**config.mk**
```make
export PLATFORM = sky130hd
export DESIGN_NAME = hazard_controller
export DESIGN_NICKNAME = d
export VERILOG_FILES = /design/src/rtl/hazard_controller.sv
export SDC_FILE = /design/constraint.sdc
export NUM_CORES = 1
export LEC_CHECK = 0
export ABC_CLOCK_PERIOD_IN_PS = 5000
export CORE_UTILIZATION = 47
export CTS_CLUSTER_DIAMETER = 60
export CTS_CLUSTER_SIZE = 8
export DETAILED_ROUTE_END_ITERATION = 7
export PLACE_DENSITY = 0.9
export REMOVE_ABC_BUFFERS = 1
export SYNTH_ARGS = -nofsm -noshare
export SYNTH_HDL_FRONTEND = slang
export SYNTH_SLANG_ARGS = --single-unit
```
**constraint.sdc**
```tcl
create_clock -name clk -period 5 [get_ports clk]
set_clock_uncertainty 0.15 [all_clocks]
set_input_delay 1 -clock clk [delete_from_list [all_inputs] [get_ports clk]]
set_output_delay 1 -clock clk [all_outputs]
set_load 0.03 [all_outputs]
```
**src/rtl/hazard_controller.sv**
```systemverilog
// Pipeline hazard controller: load-use stall, taken-branch squash and EX operand
// forwarding, driven from a scoreboard of the instructions in EX, MEM, WB and RET.
module hazard_controller #(
    parameter int REG_NUM_WIDTH = 5,
    parameter int DATA_WIDTH    = 32,
    parameter int CNT_WIDTH     = 16
) (
    input  logic                     clk,
    input  logic                     rst,
    input  logic                     i_idValid,
    input  logic [REG_NUM_WIDTH-1:0] i_idRs,
    input  logic [REG_NUM_WIDTH-1:0] i_idRt,
    input  logic                     i_idUsesRs,
    input  logic                     i_idUsesRt,
    input  logic                     i_idWrEnable,
    input  logic [REG_NUM_WIDTH-1:0] i_idWrNum,
    input  logic                     i_idIsLoad,
    input  logic                     i_idIsBranch,
    input  logic                     i_memBrTaken,
    input  logic [DATA_WIDTH-1:0]    i_wbWrData,
    output logic                     o_ifStall,
    output logic                     o_idBubble,
    output logic                     o_flushIF,
    output logic                     o_flushID,
    output logic                     o_flushEX,
    output logic [1:0]               o_fwdSelA,
    output logic [1:0]               o_fwdSelB,
    output logic [DATA_WIDTH-1:0]    o_retData,
    output logic [CNT_WIDTH-1:0]     o_stallCount,
    output logic [CNT_WIDTH-1:0]     o_flushCount
);

    localparam logic [1:0] FWD_RF  = 2'd0;
    localparam logic [1:0] FWD_MEM = 2'd1;
    localparam logic [1:0] FWD_WB  = 2'd2;
    localparam logic [1:0] FWD_RET = 2'd3;

    logic                     r_exValid;
    logic                     r_exWrEn;
    logic [REG_NUM_WIDTH-1:0] r_exWrNum;
    logic                     r_exIsLoad;
    logic                     r_exIsBranch;
    logic [REG_NUM_WIDTH-1:0] r_exRs;
    logic [REG_NUM_WIDTH-1:0] r_exRt;
    logic                     r_exUsesRs;
    logic                     r_exUsesRt;

    logic                     r_memValid;
    logic                     r_memWrEn;
    logic [REG_NUM_WIDTH-1:0] r_memWrNum;
    logic                     r_memIsLoad;
    logic                     r_memIsBranch;

    logic                     r_wbValid;
    logic                     r_wbWrEn;
    logic [REG_NUM_WIDTH-1:0] r_wbWrNum;

    logic                     r_retValid;
    logic [REG_NUM_WIDTH-1:0] r_retWrNum;
    logic [DATA_WIDTH-1:0]    r_retData;

    logic [CNT_WIDTH-1:0]     r_stallCount;
    logic [CNT_WIDTH-1:0]     r_flushCount;

    logic w_branch;
    logic w_loadUse;
    logic w_issue;

    // Register 0 is hard-wired, so it never counts as produced.
    function automatic logic producerOf(input logic v, input logic we,
                                        input logic [REG_NUM_WIDTH-1:0] wn,
                                        input logic [REG_NUM_WIDTH-1:0] r);
        return v && we && (wn == r) && (r != '0);
    endfunction

    function automatic logic loadProducerOf(input logic [REG_NUM_WIDTH-1:0] r);
        return (producerOf(r_exValid, r_exWrEn, r_exWrNum, r) && r_exIsLoad) ||
               (producerOf(r_memValid, r_memWrEn, r_memWrNum, r) && r_memIsLoad);
    endfunction

    // Youngest producer wins; a load in MEM has no data yet and is skipped.
    function automatic logic [1:0] fwdPick(input logic [REG_NUM_WIDTH-1:0] r,
                                           input logic uses);
        if (!(r_exValid && uses))
            return FWD_RF;
        else if (producerOf(r_memValid, r_memWrEn, r_memWrNum, r) && !r_memIsLoad)
            return FWD_MEM;
        else if (producerOf(r_wbValid, r_wbWrEn, r_wbWrNum, r))
            return FWD_WB;
        else if (producerOf(r_retValid, 1'b1, r_retWrNum, r))
            return FWD_RET;
        else
            return FWD_RF;
    endfunction

    always_comb begin
        w_branch  = i_memBrTaken && r_memValid && r_memIsBranch;
        w_loadUse = i_idValid &&
                    ((i_idUsesRs && loadProducerOf(i_idRs)) ||
                     (i_idUsesRt && loadProducerOf(i_idRt)));
        o_ifStall  = w_loadUse && !w_branch;
        o_idBubble = w_loadUse && !w_branch;
        o_flushIF  = w_branch;
        o_flushID  = w_branch;
        o_flushEX  = w_branch;
        o_fwdSelA  = fwdPick(r_exRs, r_exUsesRs);
        o_fwdSelB  = fwdPick(r_exRt, r_exUsesRt);
        w_issue    = i_idValid && !o_idBubble && !w_branch;
    end

    always_ff @(posedge clk or posedge rst) begin
        if (rst) begin
            r_exValid     <= 1'b0;
            r_exWrEn      <= 1'b0;
            r_exWrNum     <= '0;
            r_exIsLoad    <= 1'b0;
            r_exIsBranch  <= 1'b0;
            r_exRs        <= '0;
            r_exRt        <= '0;
            r_exUsesRs    <= 1'b0;
            r_exUsesRt    <= 1'b0;
            r_memValid    <= 1'b0;
            r_memWrEn     <= 1'b0;
            r_memWrNum    <= '0;
            r_memIsLoad   <= 1'b0;
            r_memIsBranch <= 1'b0;
            r_wbValid     <= 1'b0;
            r_wbWrEn      <= 1'b0;
            r_wbWrNum     <= '0;
            r_retValid    <= 1'b0;
            r_retWrNum    <= '0;
            r_retData     <= '0;
        end else begin
            r_retValid    <= r_wbValid && r_wbWrEn;
            r_retWrNum    <= r_wbWrNum;
            r_retData     <= i_wbWrData;
            r_wbValid     <= r_memValid;
            r_wbWrEn      <= r_memWrEn;
            r_wbWrNum     <= r_memWrNum;
            r_memValid    <= r_exValid && !w_branch;
            r_memWrEn     <= r_exWrEn;
            r_memWrNum    <= r_exWrNum;
            r_memIsLoad   <= r_exIsLoad;
            r_memIsBranch <= r_exIsBranch;
            r_exValid     <= w_issue;
            r_exWrEn      <= i_idWrEnable;
            r_exWrNum     <= i_idWrNum;
            r_exIsLoad    <= i_idIsLoad;
            r_exIsBranch  <= i_idIsBranch;
            r_exRs        <= i_idRs;
            r_exRt        <= i_idRt;
            r_exUsesRs    <= i_idUsesRs;
            r_exUsesRt    <= i_idUsesRt;
        end
    end

    // Event counters stick at all-ones instead of wrapping.
    always_ff @(posedge clk or posedge rst) begin
        if (rst) begin
            r_stallCount <= '0;
            r_flushCount <= '0;
        end else begin
            if (o_idBubble && (r_stallCount != '1))
                r_stallCount <= r_stallCount + CNT_WIDTH'(1);
            if (w_branch && (r_flushCount != '1))
                r_flushCount <= r_flushCount + CNT_WIDTH'(1);
        end
    end

    assign o_retData    = r_retData;
    assign o_stallCount = r_stallCount;
    assign o_flushCount = r_flushCount;

endmodule
```
* Word level (Yosys, flattened, before mapping)
Index checks and enable logic that the tools add are counted.
** Word-level totals
- Flip-flop bits (word level) :: 107
- Input bits :: 56
- Word-level logic and storage cells :: 96
- Output and inout bits :: 73
** Operators by class
- Eq/ne operators :: 12
- Reduce and logical (&&, ||, !) cells :: 52
- Add/subtract/negate cells :: 2
- Muxes and demuxes :: 8
** Operator list (number)
- 5-bit == test :: 10
- 1-bit logical AND :: 42
- 16-bit by 1-bit adder with 16-bit output, second input constant :: 2
- 16-bit inequality test, second input constant :: 2
- 5-bit nonzero test :: 4
- 2-bit two-way mux :: 8
- 1-bit zero test :: 3
- 1-bit logical OR :: 3

* Logic depth before layout (Yosys ltp)
- Depth after elaboration :: 12
- Gate-level depth with buffers :: 9
- Mapped depth without buffers :: 8

* Worst setup path after synthesis
Ideal clock, no wire load.
- Kind :: input port to output port
- Start :: input i_idRt[4]
- End :: output o_ifStall
- Path buffers :: 2
- Path slack :: 1.086 ns
- Arrival time :: 2.764 ns
- Stages on the path :: 7
- Data required time :: 3.850 ns
- Cell sequence :: or3_1 a2111o_1 o21ai_2 nor2_4 buf_6 nor2_1 buf_4
** Between the ends
- Longest elaborated chain between the ends :: 9
- Elaborated cells on any way between the ends :: 14
- Those cells by class :: 2 x eq/ne; 12 x reduce/logical
** Ends and longest elaborated chain
- from (decl) :: line 12 : input logic [REG_NUM_WIDTH-1:0] i_idRt,
- 5-bit == test :: line 73 : return v && we && (wn == r) && (r != '0);
- 1-bit logical AND (2 in a row) :: line 73
- 1-bit logical AND (on tied branches) :: line 77, 78
- 1-bit logical OR * :: line 77 : return (producerOf(r_exValid, r_exWrEn, r_exWrNum, r) && r_exIsLoad) ||
- 1-bit logical AND * :: line 100 : (i_idUsesRt && loadProducerOf(i_idRt)));
- 1-bit logical OR * :: line 99 : ((i_idUsesRs && loadProducerOf(i_idRs)) ||
- 1-bit logical AND * :: line 98 : w_loadUse = i_idValid &&
- 1-bit logical AND *
- to (decl) :: line 21 : output logic o_ifStall,
Mark *: on every way between the ends. The rest lies on a longest branch, timed or not.

* Final worst setup path
- Start :: input i_idRt[0]
- End :: output o_idBubble
** Between the ends
- Longest elaborated chain between the ends :: 9
- Elaborated cells on any way between the ends :: 14
- Those cells by class :: 2 x eq/ne; 12 x reduce/logical
** Ends and longest elaborated chain
- 5-bit == test :: line 73
- 1-bit logical AND (2 in a row) :: line 73
- 1-bit logical AND (on tied branches) :: line 77, 78
- 1-bit logical OR * :: line 77
- 1-bit logical AND * :: line 100
- 1-bit logical OR * :: line 99
- 1-bit logical AND * :: line 98
- 1-bit logical AND * :: line 102 : o_idBubble = w_loadUse && !w_branch;
- to (decl) :: line 22 : output logic o_idBubble,
Marked as above.

==> flow_metrics.env <==
export IMPL_core_um2=8720
export IMPL_final_cell_area_um2=5760
export IMPL_drtIter0Drc=228
export IMPL_rows=34
export IMPL_path_class="input port to output port"
export IMPL_synth_edff_count=0
export IMPL_initial_utilization_pct=48.3
export IMPL_ant_nets=0
export IMPL_combPwrFrac_pct=15.9
export IMPL_clock_path_buffers=2
export IMPL_async_flop_share_pct=100
export IMPL_postCtsHoldBufs=0
export IMPL_seq_area_frac_synth_pct=63.5
export IMPL_whs_path_depth=0
export IMPL_cts_buffers=9
export IMPL_power_total_uw=1700
export IMPL_post_cts_resized=0
export IMPL_crit_arrival_ns=3.62
export IMPL_fmax_ghz=0.210
export IMPL_wirelength_um=9610
export IMPL_grt_remaining_overflow=0
export IMPL_critPathLaunchType="input port"
export IMPL_final_cell_mix="clkdlybuf4s50_1 (128), dfrtp_1 (107), xnor2_1 (44)"
export IMPL_synth_distinct_cells=33
export IMPL_track_usage_pct=21.6
export IMPL_syn_to_final_growth_pct=36.8
export IMPL_die_area_um2=9350
export IMPL_path_max_fanout=16
export IMPL_ios=129
export IMPL_worstSetupEndpointType="output port"
export IMPL_powerDensity_nw_per_um2=294
export IMPL_syn_area_um2=4210
export IMPL_dieHeight_um=96.7
export IMPL_io_buffers=128
export IMPL_power_clock_fraction_pct=27.3
export IMPL_max_slew_margin_pct=51.8
export IMPL_grt_max_degree=48
export IMPL_post_dp_cell_area_um2=5600
export IMPL_final_nets=512
export IMPL_grt_pass1_vias=3092
export IMPL_ys_dominant_reg_cell="dfrtp_1"
export IMPL_maxCapViolCount=0
export IMPL_htree_levels=3
export IMPL_internal_power_uw=1230
export IMPL_worstMarginPinSlew_ns=0.717
export IMPL_layout_commonest_cell="clkdlybuf4s50_1"
export IMPL_yosysWarningCount=0
export IMPL_setup_viol=0
export IMPL_hold_violations=0
export IMPL_status="completed"
export IMPL_antenna_found_initial=0
export IMPL_ff2ff_path_depth=6
export IMPL_cts_reportedPaths_clkPinSlew_ns=0.08
export IMPL_die_w_um=96.7
export IMPL_synthCells=319
export IMPL_period_share_pct=95.4
export IMPL_rsz0062_at_grt="false"
export IMPL_power_net_switching_uw=463
export IMPL_worst_hold_slack_ns=0.204
export IMPL_ir_drop_mv=0.278
export IMPL_clockRootBuffer="clkbuf_8"
export IMPL_tns_ns=0
export IMPL_grt_pass1_wl_um=15900
export IMPL_hp_class="flop to flop"
export IMPL_clk_latency_ns=0.35
export IMPL_via_per_inst=5.27
export IMPL_ys_ff_latch=107
export IMPL_syn_area_per_cell_um2=13.2
export IMPL_gp_congestion=0.830
export IMPL_post_cts_buffers=0
export IMPL_slew_viol_final=0
export IMPL_layout_drive_gt1_share_pct=6.78
export IMPL_cp_required_ns=3.85
export IMPL_leakagePower_uw=0.00242
export IMPL_seq_power_share_pct=56.8
export IMPL_drtPass1Iterations=4
export IMPL_cts_tree="done"
export IMPL_switching_share_pct=27.3
export IMPL_wl_per_cell_um=17.0
export IMPL_drc=0
export IMPL_dr_total_vias=2978
export IMPL_post_route_min_period_ns=4.77
export IMPL_n_antenna_cell=0
export IMPL_dp_hpwl_um=7170
export IMPL_clock_sinks=107
-- per-stage QoR --
stage	setup slack [ns]	instances	utilization [%]
after floorplan	1.03	313	-
after global placement	0.319	551	64.2
after detailed placement	0.257	551	64.2
after CTS	0.242	565	66.1
after global routing	0.0667	565	66.1
final	0.232	565	66.1
-- cell usage after synthesis (3+ instances only) --
cell,count,area [µm²]
nand3_1,18,90.1
and3_1,6,37.5
nor3_2,7,70.1
and2_1,3,18.8
a21oi_1,3,15.0
xor2_1,34,298
and4_1,4,35.0
xnor2_1,44,385
or4_1,4,30.0
dfrtp_1,107,2680
buf_4,3,22.5
nor2_1,12,45.0
nand4_1,16,100
nor4_1,6,37.5
nor3_1,9,45.0
nand2_1,20,75.1
inv_1,4,15.0
-- routing by layer --
| layer | up-vias | global-route usage [%] | wire length, µm |
|---|---|---|---|
| met2 | 100 | 38.2 | 5150 |
| met4 | 0 | 10.4 | 287 |
| met1 | 1504 | 25.4 | 3760 |
| met5 | - | 0 | 0 |
| li1 | 1353 | - | - |
| met3 | 21 | 3.97 | 411 |
-- power groups by stage --
| stage | registers, µW | logic, µW | clock network [µW] |
|---|---|---|---|
| global route | 970 | 288 | 520 |
| CTS | 963 | 273 | 480 |
| detailed placement | 978 | 272 | 0 |
| global placement | 976 | 263 | 0 |
| floorplan | 1030 | 78.0 | 0 |
| finish | 962 | 270 | 464 |
-- cell type report --
cell class	instances	area [µm²]
repair buffers	130	1300
inverters	4	17.5
well taps	108	135
multi-input cells	202	1470
flip-flops and latches	107	2680
clock buffers	10	138
fillers	636	2960
clock inverters	4	27.5
-- path summary, 6_finish.rpt --
check                           slack [ns]                          end                         from
max in group asynchronous             2.96  o_stallCount[4]$_DFFE_PP0P_                          rst
worst max register to register        2.43  o_stallCount[1]$_DFFE_PP0P_  o_stallCount[6]$_DFFE_PP0P_
worst max-delay path                  0.23                   o_idBubble                    i_idRt[0]
min in group asynchronous             0.89      o_retData[19]$_DFF_PP0_                          rst
worst min-delay path                  0.20      r_memIsBranch$_DFF_PP0_       r_exIsBranch$_DFF_PP0_
worst min register to register        0.20      r_memIsBranch$_DFF_PP0_       r_exIsBranch$_DFF_PP0_
-- kinds of logic (layout without fill, tap and decap cells) --
family,count (synthesis),after routing,synth area share (%)
buffers and inverters,10,148,1.54
adder cells (fa/ha/maj),2,2,0.594
AO/OA/AOI/OAI,6,6,1.10
XOR/XNOR,78,78,16.2
AND/OR/NAND/NOR,115,115,16.7
flip-flops,107,107,63.5
multiplexers,1,1,0.267
-- state kept, by name, summed over array words and instances (netlist names), 5 cells and up --
signal,cells
o_flushCount,16
o_retData,32
o_stallCount,16
r_exRs,5
r_exRt,5
r_exWrNum,5
r_memWrNum,5
r_retWrNum,5
r_wbWrNum,5
-- worst max-delay path, cell delays in order --
cell	delay [ns]
clkdlybuf4s50_1	0.52
nor4_1	0.45
or3_1	0.18
a2111o_1	0.15
o21ai_2	0.08
nor2_4	0.48
nor2_1	0.13
clkdlybuf4s50_1	0.63
Power figures use the tool's default switching activity.
==> RTL edit 1, RTL diff (same flow settings) <==
Take the reset off `r_memWrNum` and load it in a clocked block of its own.
--- a/src/rtl/hazard_controller.sv
+++ b/src/rtl/hazard_controller.sv
@@ -121,7 +121,6 @@
             r_exUsesRt    <= 1'b0;
             r_memValid    <= 1'b0;
             r_memWrEn     <= 1'b0;
-            r_memWrNum    <= '0;
             r_memIsLoad   <= 1'b0;
             r_memIsBranch <= 1'b0;
             r_wbValid     <= 1'b0;
@@ -139,7 +138,6 @@
             r_wbWrNum     <= r_memWrNum;
             r_memValid    <= r_exValid && !w_branch;
             r_memWrEn     <= r_exWrEn;
-            r_memWrNum    <= r_exWrNum;
             r_memIsLoad   <= r_exIsLoad;
             r_memIsBranch <= r_exIsBranch;
             r_exValid     <= w_issue;
@@ -152,6 +150,10 @@
             r_exUsesRs    <= i_idUsesRs;
             r_exUsesRt    <= i_idUsesRt;
         end
+    end
+
+    always_ff @(posedge clk) begin
+        r_memWrNum <= r_exWrNum;
     end
 
     // Event counters stick at all-ones instead of wrapping.
Check against the original RTL: no difference found for any inputs over 10 cycles, from zero or initial values and one cycle with rst high; that may be too few to reach the edited logic, so the function may still have changed.
==> RTL edit 1 against the unedited design <==
Worst setup slack improved by 0.22 ns. Largest cell class unchanged. Count of clock-buffer cells in the layout unchanged. Final area decreased by 0.26%. Wire length decreased by 1.1%. Area after synthesis decreased by 0.59%. Sequential power about the same. Critical endpoint is now o_ifStall. Power increased by 0.63%. Sequential cell count unchanged.
==> RTL edit 1: results <==
export IMPL_layout_drive_gt1_share_pct=6.97
export IMPL_wl_per_cell_um=16.7
export IMPL_crit_slowest_cell="clkdlybuf4s50_1"
export IMPL_ir_worst_vdd_mv=0.227
export IMPL_finalNonFillerCells=567
export IMPL_slew_headroom_pct=31.9
export IMPL_ys_types=34
export IMPL_placed_area_sq_um=5570
export IMPL_worstPathMaxFanout=4
export IMPL_dr_total_vias=2943
export IMPL_grt_start_max_net_pins=87
export IMPL_n_antenna_cell=0
export IMPL_worstPathArrival_ns=3.40
export IMPL_status="complete, no violations"
export IMPL_yosysSeqAreaShare_pct=63.3
export IMPL_dp_hpwl_mm=6.94
export IMPL_grt_pass1_wl_mm=14.8
export IMPL_n_fill_cell=628
export IMPL_grt_pass1_vias=3031
export IMPL_leakagePower_nw=2.41
export IMPL_p_switching_mw=0.477
export IMPL_max_stage_delay_ns=0.69
export IMPL_synth_area_top_cells="dfrtp_1 61%, xnor2_1 9.2%, xor2_1 7.1%"
export IMPL_path_clk_slew_ns=0.10
export IMPL_synthTopCellsByCount="102 x dfrtp_1, 44 x xnor2_1, 34 x xor2_1"
export IMPL_async_flop_share_pct=95.3
export IMPL_synth_cells=319
## RTL edit 1: layer usage
layer  vias up  track usage (%)  part of all wire (%)  routed length [um]
li1       1355                -                     -                   -
met1      1464             25.7                    40                3770
met2        98             37.4                    53                5010
met3        26             5.63                   4.8                 455
met4         0             8.33                   2.8                 262
met5         -                0                     0                   0
## RTL edit 1: worst paths after layout
check,to,from,slack (ns),cells after the start
max,o_ifStall,i_idRt[0],0.45,8
min,r_memIsBranch$_DFF_PP0_,r_exIsBranch$_DFF_PP0_,0.19,0
max reg2reg,o_stallCount[1]$_DFFE_PP0P_,o_stallCount[6]$_DFFE_PP0P_,2.44,6
min reg2reg,r_memIsBranch$_DFF_PP0_,r_exIsBranch$_DFF_PP0_,0.19,0
max in group asynchronous,o_retData[7]$_DFF_PP0_,rst,2.81,3
min in group asynchronous,o_retData[19]$_DFF_PP0_,rst,1.07,2
## RTL edit 1: through the flow
| step | hold slack (ns) | power, mW | setup WS (ns) |
|---|---|---|---|
| after global placement | 0.187 | 1.24 | 0.509 |
| after CTS | 0.197 | 1.73 | 0.459 |
| after global routing | 0.207 | 1.79 | 0.312 |
| after floorplan | 0.181 | 1.11 | 1.12 |
| final | 0.195 | 1.71 | 0.454 |
| after detailed placement | 0.188 | 1.25 | 0.454 |
## RTL edit 1: cell families (layout without fill, tap and decap cells)
kind of cell | Yosys count | count (layout) | share of synthesized area [%]
and+or+nand+nor | 115 | 115 | 16.8
xor gates and xnor gates | 78 | 78 | 16.3
muxes | 1 | 1 | 0.269
buffers and inverters | 10 | 150 | 1.55
AOI/OAI and AO/OA | 6 | 6 | 1.11
adders and majority gates | 2 | 2 | 0.597
DFF | 107 | 107 | 63.3
## RTL edit 1: worst max-delay path, delay by kind of cell
kind,cells,cell delay [ns]
AOI/OAI and AO/OA,2,0.50
and+or+nand+nor,4,0.63
buffers and inverters,2,1.25
## RTL edit 1: layout make-up
type | count | area [sq um] | share of cell area, %
clock buffers | 10 | 128 | 2.22
clock inverters | 6 | 47.5 | 0.827
inverters | 4 | 17.5 | 0.305
multi-input cells | 202 | 1470 | 25.6
flip-flops and latches | 107 | 2650 | 46.1
well taps | 108 | 135 | 2.35
repair buffers | 130 | 1300 | 22.6
## RTL edit 1: power by group through the flow
stage / Clock (mW) / Combinational (mW) / Sequential (mW)
after floorplan: 0 / 0.0774 / 1.03
after global placement: 0 / 0.262 / 0.977
after detailed placement: 0 / 0.268 / 0.979
after CTS: 0.499 / 0.269 / 0.963
after global routing: 0.532 / 0.285 / 0.970
final: 0.476 / 0.267 / 0.964
==> RTL edit 2, RTL diff (same flow settings) <==
Without the edit above. Set the parameter `DATA_WIDTH` to 64 (it was 32).
--- a/src/rtl/hazard_controller.sv
+++ b/src/rtl/hazard_controller.sv
@@ -2,7 +2,7 @@
 // forwarding, driven from a scoreboard of the instructions in EX, MEM, WB and RET.
 module hazard_controller #(
     parameter int REG_NUM_WIDTH = 5,
-    parameter int DATA_WIDTH    = 32,
+    parameter int DATA_WIDTH    = 64,
     parameter int CNT_WIDTH     = 16
 ) (
     input  logic                     clk,
Interface: changed (resized i_wbWrData and o_retData); port bits go from 129 to 193. The function was not compared with the original's and may differ.
==> RTL edit 2 against the unedited design <==
Power is 73% higher. Largest cell class unchanged. Count of clock-buffer cells in the layout is 7 higher. Worst setup slack better by 0.31 ns. Sequential power is 31% higher. Core utilization is 8.3 points higher. Final area is 34% higher. Sequential share of layout area is 1.4 points lower. Critical path type unchanged. Sequential cell count is 32 higher. Wire length is 37% higher. Area after synthesis is 19% higher. Critical path depth stayed put. Non-clock buffer count is 66 higher. Clock power grew to 2.8 times the old value.
==> RTL edit 2: results <==
export IMPL_r2r_slack_ns=2.48
export IMPL_seqCellArea_sq_um=3480
export IMPL_largest_register_ff_count=64
export IMPL_synthMuxAreaShare_pct=1.05
export IMPL_grt_use_total_pct=25.4
export IMPL_path_clk_slew_ns=0.06
export IMPL_place_gp_congestion=0.836
export IMPL_leakagePower_nw=3.21
export IMPL_ctsHtreeMaxLevel=4
export IMPL_max_stage_delay_ns=0.70
export IMPL_pwr_share_seq_pct=42.9
export IMPL_status="complete, no violations"
export IMPL_bufAreaShareNonClock_pct=25.3
export IMPL_met3_usage_pct=8.53
export IMPL_multi_input_area_sq_um=1480
export IMPL_num_multi_input_gates=204
export IMPL_m1WireLength_mm=4.67
export IMPL_routed_wl_mm=13.1
export IMPL_ys_types=36
export IMPL_swShare_pct=25.4
export IMPL_clock_area_share_pct=7.95
export IMPL_dp_slack_ns=0.543
export IMPL_clkbuf_count=17
export IMPL_powerClk_mw=1.29
export IMPL_worstPathArrival_ns=3.31
export IMPL_yosysSeqAreaShare_pct=69.2
==> RTL edit 2: cell count changes in the layout (fill, tap and decap cells not counted), moves of 3 or more <==
| cell | change |
|---|---|
| nor3_2 | -3 |
| nor3_1 | +5 |
| bufinv_16 | +4 |
| nor4_2 | +5 |
| xor2_1 | -4 |
| clkdlybuf4s50_1 | +64 |
| clkbuf_8 | -9 |
| dfrtp_1 | +32 |
| clkbuf_16 | +16 |
| clkinvlp_4 | +5 |
| and3_1 | -6 |
==> RTL edit 2: metrics by stage <==
step | total power, mW | cell area (sq um)
6_report | 2.93 | 7710
3_5_place_dp | 1.66 | 7100
4_1_cts | 2.95 | 7710
2_1_floorplan | 1.44 | 4970
5_1_grt | 3.03 | 7710
3_3_place_gp | 1.64 | 7100
==> RTL edit 2: worst max-delay path, delay by kind of cell <==
kind | cells | cell delay [ns]
compound gates | 1 | 0.29
xor+xnor | 1 | 0.16
buf+inv | 2 | 1.30
simple gates | 4 | 0.55
